[config.mk]
export PLATFORM = sky130hd
export DESIGN_NAME = ps2_host_tx
export DESIGN_NICKNAME = d
export VERILOG_FILES = /design/src/rtl/ps2_host_tx.sv
export SDC_FILE = /design/constraint.sdc
export NUM_CORES = 1
export LEC_CHECK = 0
export BUFFER_PORTS_ARGS = -buffer_cell sky130_fd_sc_hd__buf_2
export CELL_PAD_IN_SITES_DETAIL_PLACEMENT = 0
export CELL_PAD_IN_SITES_GLOBAL_PLACEMENT = 1
export CORE_AREA = 3 3 72 74
export CTS_BUF_LIST = sky130_fd_sc_hd__clkbuf_8 sky130_fd_sc_hd__clkbuf_16
export CTS_CLUSTER_DIAMETER = 40
export DETAILED_ROUTE_END_ITERATION = 8
export DIE_AREA = 0 0 75 77
export GPL_TIMING_DRIVEN = 0
export PLACE_DENSITY = 0.83
export SYNTH_ARGS = -nofsm -noshare
export SYNTH_HDL_FRONTEND = slang
export SYNTH_SLANG_ARGS = --single-unit
[constraint.sdc]
create_clock -name clk -period 3 [get_ports clk]
set_clock_uncertainty 0.15 [all_clocks]
set_input_delay 0.45 -clock clk [delete_from_list [all_inputs] [get_ports clk]]
set_output_delay 0.45 -clock clk [all_outputs]
set_load 0.005 [all_outputs]
[src/rtl/ps2_host_tx.sv]
// rtl/ps2_host_tx.sv - PS/2 host-to-device byte transmitter; PS2_TX_TIMEOUT_EN adds a SEND/ACK watchdog
module ps2_host_tx #(
    parameter int INHIBIT_CYCLES = 5000,
    parameter int SETUP_CYCLES   = 100,
    parameter int TIMEOUT_CYCLES = 750000
) (
    input  logic       clk,
    input  logic       resetn,
    input  logic [7:0] tx_data,
    input  logic       tx_start,
    input  logic       ps2_clock,
    input  logic       ps2_data,
    output logic       ps2_clock_oe,
    output logic       ps2_data_oe,
    output logic       busy,
    output logic       tx_done,
    output logic       tx_error
);

    localparam int CNT_MAX = (INHIBIT_CYCLES > SETUP_CYCLES) ? INHIBIT_CYCLES : SETUP_CYCLES;
    localparam int CNT_W   = $clog2(CNT_MAX + 1);
    localparam logic [CNT_W-1:0] INH_LAST = CNT_W'(INHIBIT_CYCLES - 1);
    localparam logic [CNT_W-1:0] SET_LAST = CNT_W'(SETUP_CYCLES - 1);

    localparam logic [2:0] IDLE    = 3'd0;
    localparam logic [2:0] INHIBIT = 3'd1;
    localparam logic [2:0] START   = 3'd2;
    localparam logic [2:0] SEND    = 3'd3;
    localparam logic [2:0] ACK     = 3'd4;

    if (INHIBIT_CYCLES < 1 || SETUP_CYCLES < 1 || TIMEOUT_CYCLES < 1) begin : g_param_check
        $error("ps2_host_tx: cycle parameters must be at least 1");
    end

    logic             clk_meta_q, clk_sync_q, clk_dly_q;
    logic             data_meta_q, data_sync_q;
    logic [2:0]       state_q, state_d;
    logic [CNT_W-1:0] cnt_q, cnt_d;
    logic [3:0]       bit_q, bit_d;
    logic [7:0]       byte_q, byte_d;
    logic             clock_oe_q, clock_oe_d;
    logic             data_oe_q, data_oe_d;
    logic             busy_q, busy_d;
    logic             done_q, done_d;
    logic             error_q, error_d;
    logic             dev_fall;
    logic [9:0]       frame_bits;

    assign dev_fall   = clk_dly_q & ~clk_sync_q;
    // Index 9 is the stop bit, released high; index 8 is odd parity.
    assign frame_bits = {1'b1, ~^byte_q, byte_q};

`ifdef PS2_TX_TIMEOUT_EN
    localparam int TMO_W = $clog2(TIMEOUT_CYCLES + 1);
    localparam logic [TMO_W-1:0] TMO_LAST = TMO_W'(TIMEOUT_CYCLES - 1);
    logic [TMO_W-1:0] timer_q, timer_d;

    always_ff @(posedge clk or negedge resetn) begin
        if (!resetn) begin
            timer_q <= '0;
        end else begin
            timer_q <= timer_d;
        end
    end
`endif

    always_comb begin
        state_d    = state_q;
        cnt_d      = cnt_q;
        bit_d      = bit_q;
        byte_d     = byte_q;
        clock_oe_d = clock_oe_q;
        data_oe_d  = data_oe_q;
        busy_d     = busy_q;
        done_d     = 1'b0;
        error_d    = 1'b0;
`ifdef PS2_TX_TIMEOUT_EN
        timer_d    = timer_q;
`endif
        case (state_q)
            IDLE: begin
                if (tx_start) begin
                    state_d    = INHIBIT;
                    byte_d     = tx_data;
                    busy_d     = 1'b1;
                    clock_oe_d = 1'b1;
                    data_oe_d  = 1'b0;
                    cnt_d      = '0;
                end
            end
            INHIBIT: begin
                if (cnt_q == INH_LAST) begin
                    state_d   = START;
                    data_oe_d = 1'b1;
                    cnt_d     = '0;
                end else begin
                    cnt_d = cnt_q + 1'b1;
                end
            end
            START: begin
                if (cnt_q == SET_LAST) begin
                    state_d    = SEND;
                    clock_oe_d = 1'b0;
                    bit_d      = '0;
`ifdef PS2_TX_TIMEOUT_EN
                    timer_d    = '0;
`endif
                end else begin
                    cnt_d = cnt_q + 1'b1;
                end
            end
            SEND: begin
                if (dev_fall) begin
                    data_oe_d = ~frame_bits[bit_q];
                    if (bit_q == 4'd9) begin
                        state_d = ACK;
                    end else begin
                        bit_d = bit_q + 1'b1;
                    end
                end
            end
            ACK: begin
                if (dev_fall) begin
                    state_d    = IDLE;
                    busy_d     = 1'b0;
                    clock_oe_d = 1'b0;
                    data_oe_d  = 1'b0;
                    done_d     = ~data_sync_q;
                    error_d    = data_sync_q;
                end
            end
            default: begin
                state_d    = IDLE;
                busy_d     = 1'b0;
                clock_oe_d = 1'b0;
                data_oe_d  = 1'b0;
            end
        endcase
`ifdef PS2_TX_TIMEOUT_EN
        // Watchdog wins over a same-cycle ack so done/error stay exclusive.
        if (state_q == SEND || state_q == ACK) begin
            timer_d = timer_q + 1'b1;
            if (timer_q == TMO_LAST) begin
                state_d    = IDLE;
                busy_d     = 1'b0;
                clock_oe_d = 1'b0;
                data_oe_d  = 1'b0;
                done_d     = 1'b0;
                error_d    = 1'b1;
            end
        end
`endif
    end

    always_ff @(posedge clk or negedge resetn) begin
        if (!resetn) begin
            clk_meta_q  <= 1'b1;
            clk_sync_q  <= 1'b1;
            clk_dly_q   <= 1'b1;
            data_meta_q <= 1'b1;
            data_sync_q <= 1'b1;
            state_q     <= IDLE;
            cnt_q       <= '0;
            bit_q       <= '0;
            byte_q      <= '0;
            clock_oe_q  <= 1'b0;
            data_oe_q   <= 1'b0;
            busy_q      <= 1'b0;
            done_q      <= 1'b0;
            error_q     <= 1'b0;
        end else begin
            clk_meta_q  <= ps2_clock;
            clk_sync_q  <= clk_meta_q;
            clk_dly_q   <= clk_sync_q;
            data_meta_q <= ps2_data;
            data_sync_q <= data_meta_q;
            state_q     <= state_d;
            cnt_q       <= cnt_d;
            bit_q       <= bit_d;
            byte_q      <= byte_d;
            clock_oe_q  <= clock_oe_d;
            data_oe_q   <= data_oe_d;
            busy_q      <= busy_d;
            done_q      <= done_d;
            error_q     <= error_d;
        end
    end

    assign ps2_clock_oe = clock_oe_q;
    assign ps2_data_oe  = data_oe_q;
    assign busy         = busy_q;
    assign tx_done      = done_q;
    assign tx_error     = error_q;

endmodule
==> reports/qor.txt <==
Status = completed
CORE AREA = 4661 um2
TritonCTS Buffers = 5
Max frequency = 425.9 MHz
Layout cell share with drive strength beyond 1 = 0.2613
Area contributors post-synth = dfrtp_1 40%, dfstp_2 6.3%, mux2_2 5.4%, a22o_1 5.1%, xnor2_1 3.0%
Unrepaired setup endpoints after global routing = no
Depth of the CTS H-tree = 2
CP cell instances = or4_4 > nor4_4 > o21a_2 > buf_6 > o21ai_0 > a22o_1
Max-cap viol count = 0
P_int = 1.296 mW
GRT overflow = 0
Clk buf depth = 2
Clock transition at path regs = 80 ps
Post-cts hold buffer count = 0
Clock share of power = 0.167
Root Driver = clkbuf_8
Register area share after synthesis = 0.4625
Reg power frac = 0.364
Post-Place Cell Area = 2222 um2
Overall routed net length = 4112 um
Switching share of power = 0.3926
Post-synth cell types = 52
TritonRoute pass-1 iters = 4
Critical Path RT = 3030 ps
Post-Syn Nets = 213
Gate power share = 0.469
PwrDens = 922.7 nW/um2
Final worst-path cycle share = 0.7827
Met3 usage = 0.03932
Seq cells post-synth = 38
Routing usage on met1 = 0.2219
EDFF count, synth = 0
Crit-path max cell delay = 570 ps
Mux cell area share after synthesis = 0.07981
Synth Area in Compound Gates = 0.1651
Async S/R FF share, synth = 1.000
Die Ht = 77 um
Crit path kind = flip-flop to flip-flop
Avg Vias per Cell = 5.685
Row count = 25
Slew headroom = 0.3259
HP Class = primary input to flip-flop
Main synth FF type = dfrtp_1
Worst path bufs/invs = 1
# DRC = 0
Post-CTS sizing = 0
Post-synthesis adder-cell area fraction = 0.01814
Critical path fanouts, max = 10
Area occupied by registers = 957.2 um2
Main combinational cell family by area after synthesis = simple AND/OR/NAND/NOR gates
Post-Syn Area per Cell = 10.51 um2
GR Util All Layers = 0.1581
Layout overhead on the synthesized area = 11.73%
Slowest CP cell = or4_4
Post-CTS setup buffers = 0
Starting DRT DRC Count = 151
Simple-Gate Fraction of Synth Area = 0.1995
Placer's final routability congestion estimate = 0.7857
TritonCTS Sinks = 38
Synthesized instance count = 197
Initial Utilization = 0.4440
Vias in the first global route = 1540
Antenna Cells = 0
Fill count = 439
I/O Buffers = 17
Commonest non-fill, non-tap cells in the layout = 33 x dfrtp_1, 19 x buf_2, 12 x a22o_1
Dpl hpwl = 2944 um
Fin. Hold Viols = 0
Post-Syn Area = 2069 um2
Met2 Track Usage GR = 0.2352
Xor/xnor cell area share of the yosys netlist = 0.03386
Top cell family by delay on the critical path = simple AND/OR/NAND/NOR gates
CP endpoint kind = flip-flop
Area of the multi-input gates = 1027 um2
Synth warn = 0
Nets = 237
Commonest non-fill, non-tap cell in the layout = dfrtp_1
Tmin final = 2348 ps
Final instance area = 2312 um2
DR WL/cell = 14.90 um
Die X = 75 um
Global-route wire length before repair = 7134 um
Slew @ Worst Pin = 1009 ps
# IOs = 18
Post-DRT Antenna Nets = 0
Final Max Slew Viols = 0
Gr busiest metal = met2
Die Area = 5775 um2
Synth top area share = 0.3990
Initial antenna violation count = 0
Via count = 1569
Max IR drop VDD = 0.3060 mV
Final setup vio count = 0
Largest area contributor in the netlist = dfrtp_1
CP Launch Type = flip-flop
Net Switching = 0.8376 mW
Clock Latency Late Sink = 290 ps
Crit path arrival time = 2380 ps
Setup TNS = 0 ps
P_leak = 1.029 nW
CTS tree = yes
Largest net degree at the start of global routing = 39
-- sequential cells by signal (all words and copies together) (netlist names), 3 cells and up --
signal   count
state_q      3
bit_q        4
cnt_q       13
byte_q       8
-- through the flow --
| stage | hold slack, ps | instances | worst slack, ps | power [mW] | utilization |
|---|---|---|---|---|---|
| floorplan | 4.409 | 197 | 827.2 | 1.565 | - |
| global placement | 196.7 | 268 | 644.7 | 1.775 | 0.4768 |
| detailed placement | 196.8 | 268 | 630.8 | 1.797 | 0.4768 |
| CTS | 89.70 | 276 | 617.2 | 2.163 | 0.4961 |
| global route | 84.39 | 276 | 508.6 | 2.320 | 0.4961 |
| finish | 101.8 | 276 | 651.8 | 2.134 | 0.4961 |
-- layout make-up --
type / instances / share of cell area
multi-input cells: 143 / 0.4443
flip-flops and latches: 38 / 0.4140
repair buffers: 17 / 0.03680
clock buffers: 5 / 0.02976
well taps: 54 / 0.02922
plain buffers: 9 / 0.02543
inverters: 7 / 0.01136
clock inverters: 3 / 0.009199
-- Yosys cell counts, types with 3 or more instances --
| cell | n |
|---|---|
| ha_1 | 3 |
| nand3_1 | 7 |
| o21ai_1 | 5 |
| a21oi_1 | 6 |
| a22o_1 | 12 |
| mux2i_1 | 3 |
| nor3_1 | 6 |
| inv_1 | 7 |
| and3_1 | 5 |
| mux2_2 | 10 |
| nor4_1 | 3 |
| a31oi_1 | 5 |
| dfstp_2 | 5 |
| dfrtp_1 | 33 |
| buf_6 | 3 |
| nand2_1 | 5 |
| nor2b_1 | 9 |
| o21ai_0 | 11 |
| xnor2_1 | 7 |
| nand4_1 | 5 |
| nor2_1 | 10 |
-- cell families after synthesis --
kind of cell    count (synthesis)
simple gates                   67
buf+inv                        16
mux                            14
fa+ha+maj                       3
compound gates                 51
xor+xnor                        8
flops                          38
-- power by group through the flow --
stage | clock network (mW) | logic, mW | registers [mW]
2_1_floorplan | 0 | 0.809 | 0.757
3_3_place_gp | 0 | 0.996 | 0.779
3_5_place_dp | 0 | 1.01 | 0.788
4_1_cts | 0.373 | 1.01 | 0.777
5_1_grt | 0.391 | 1.13 | 0.799
6_report | 0.356 | 1.00 | 0.777
-- per-layer routing --
metal,up-vias,share of wire,routed length (um)
met5,-,0,0
met4,0,0.0085,35
met3,2,0.028,116
met2,24,0.46,1900
met1,759,0.50,2060
li1,784,-,-
-- final timing paths --
check | from | cells past startpoint | end | slack [ps]
max reg2reg | cnt_q[3]$_DFFE_PN0P_ | 6 | cnt_q[8]$_DFFE_PN0P_ | 650
min in group asynchronous | resetn | 1 | state_q[1]$_DFFE_PN0P_ | 110
max in group asynchronous | resetn | 1 | byte_q[5]$_DFFE_PN0P_ | 2070
max | cnt_q[3]$_DFFE_PN0P_ | 6 | cnt_q[8]$_DFFE_PN0P_ | 650
min reg2reg | clk_meta_q$_DFF_PN1_ | 0 | clk_sync_q$_DFF_PN1_ | 210
min | ps2_clock | 1 | clk_meta_q$_DFF_PN1_ | 100
No activity file was read; power rests on OpenSTA's default activity.
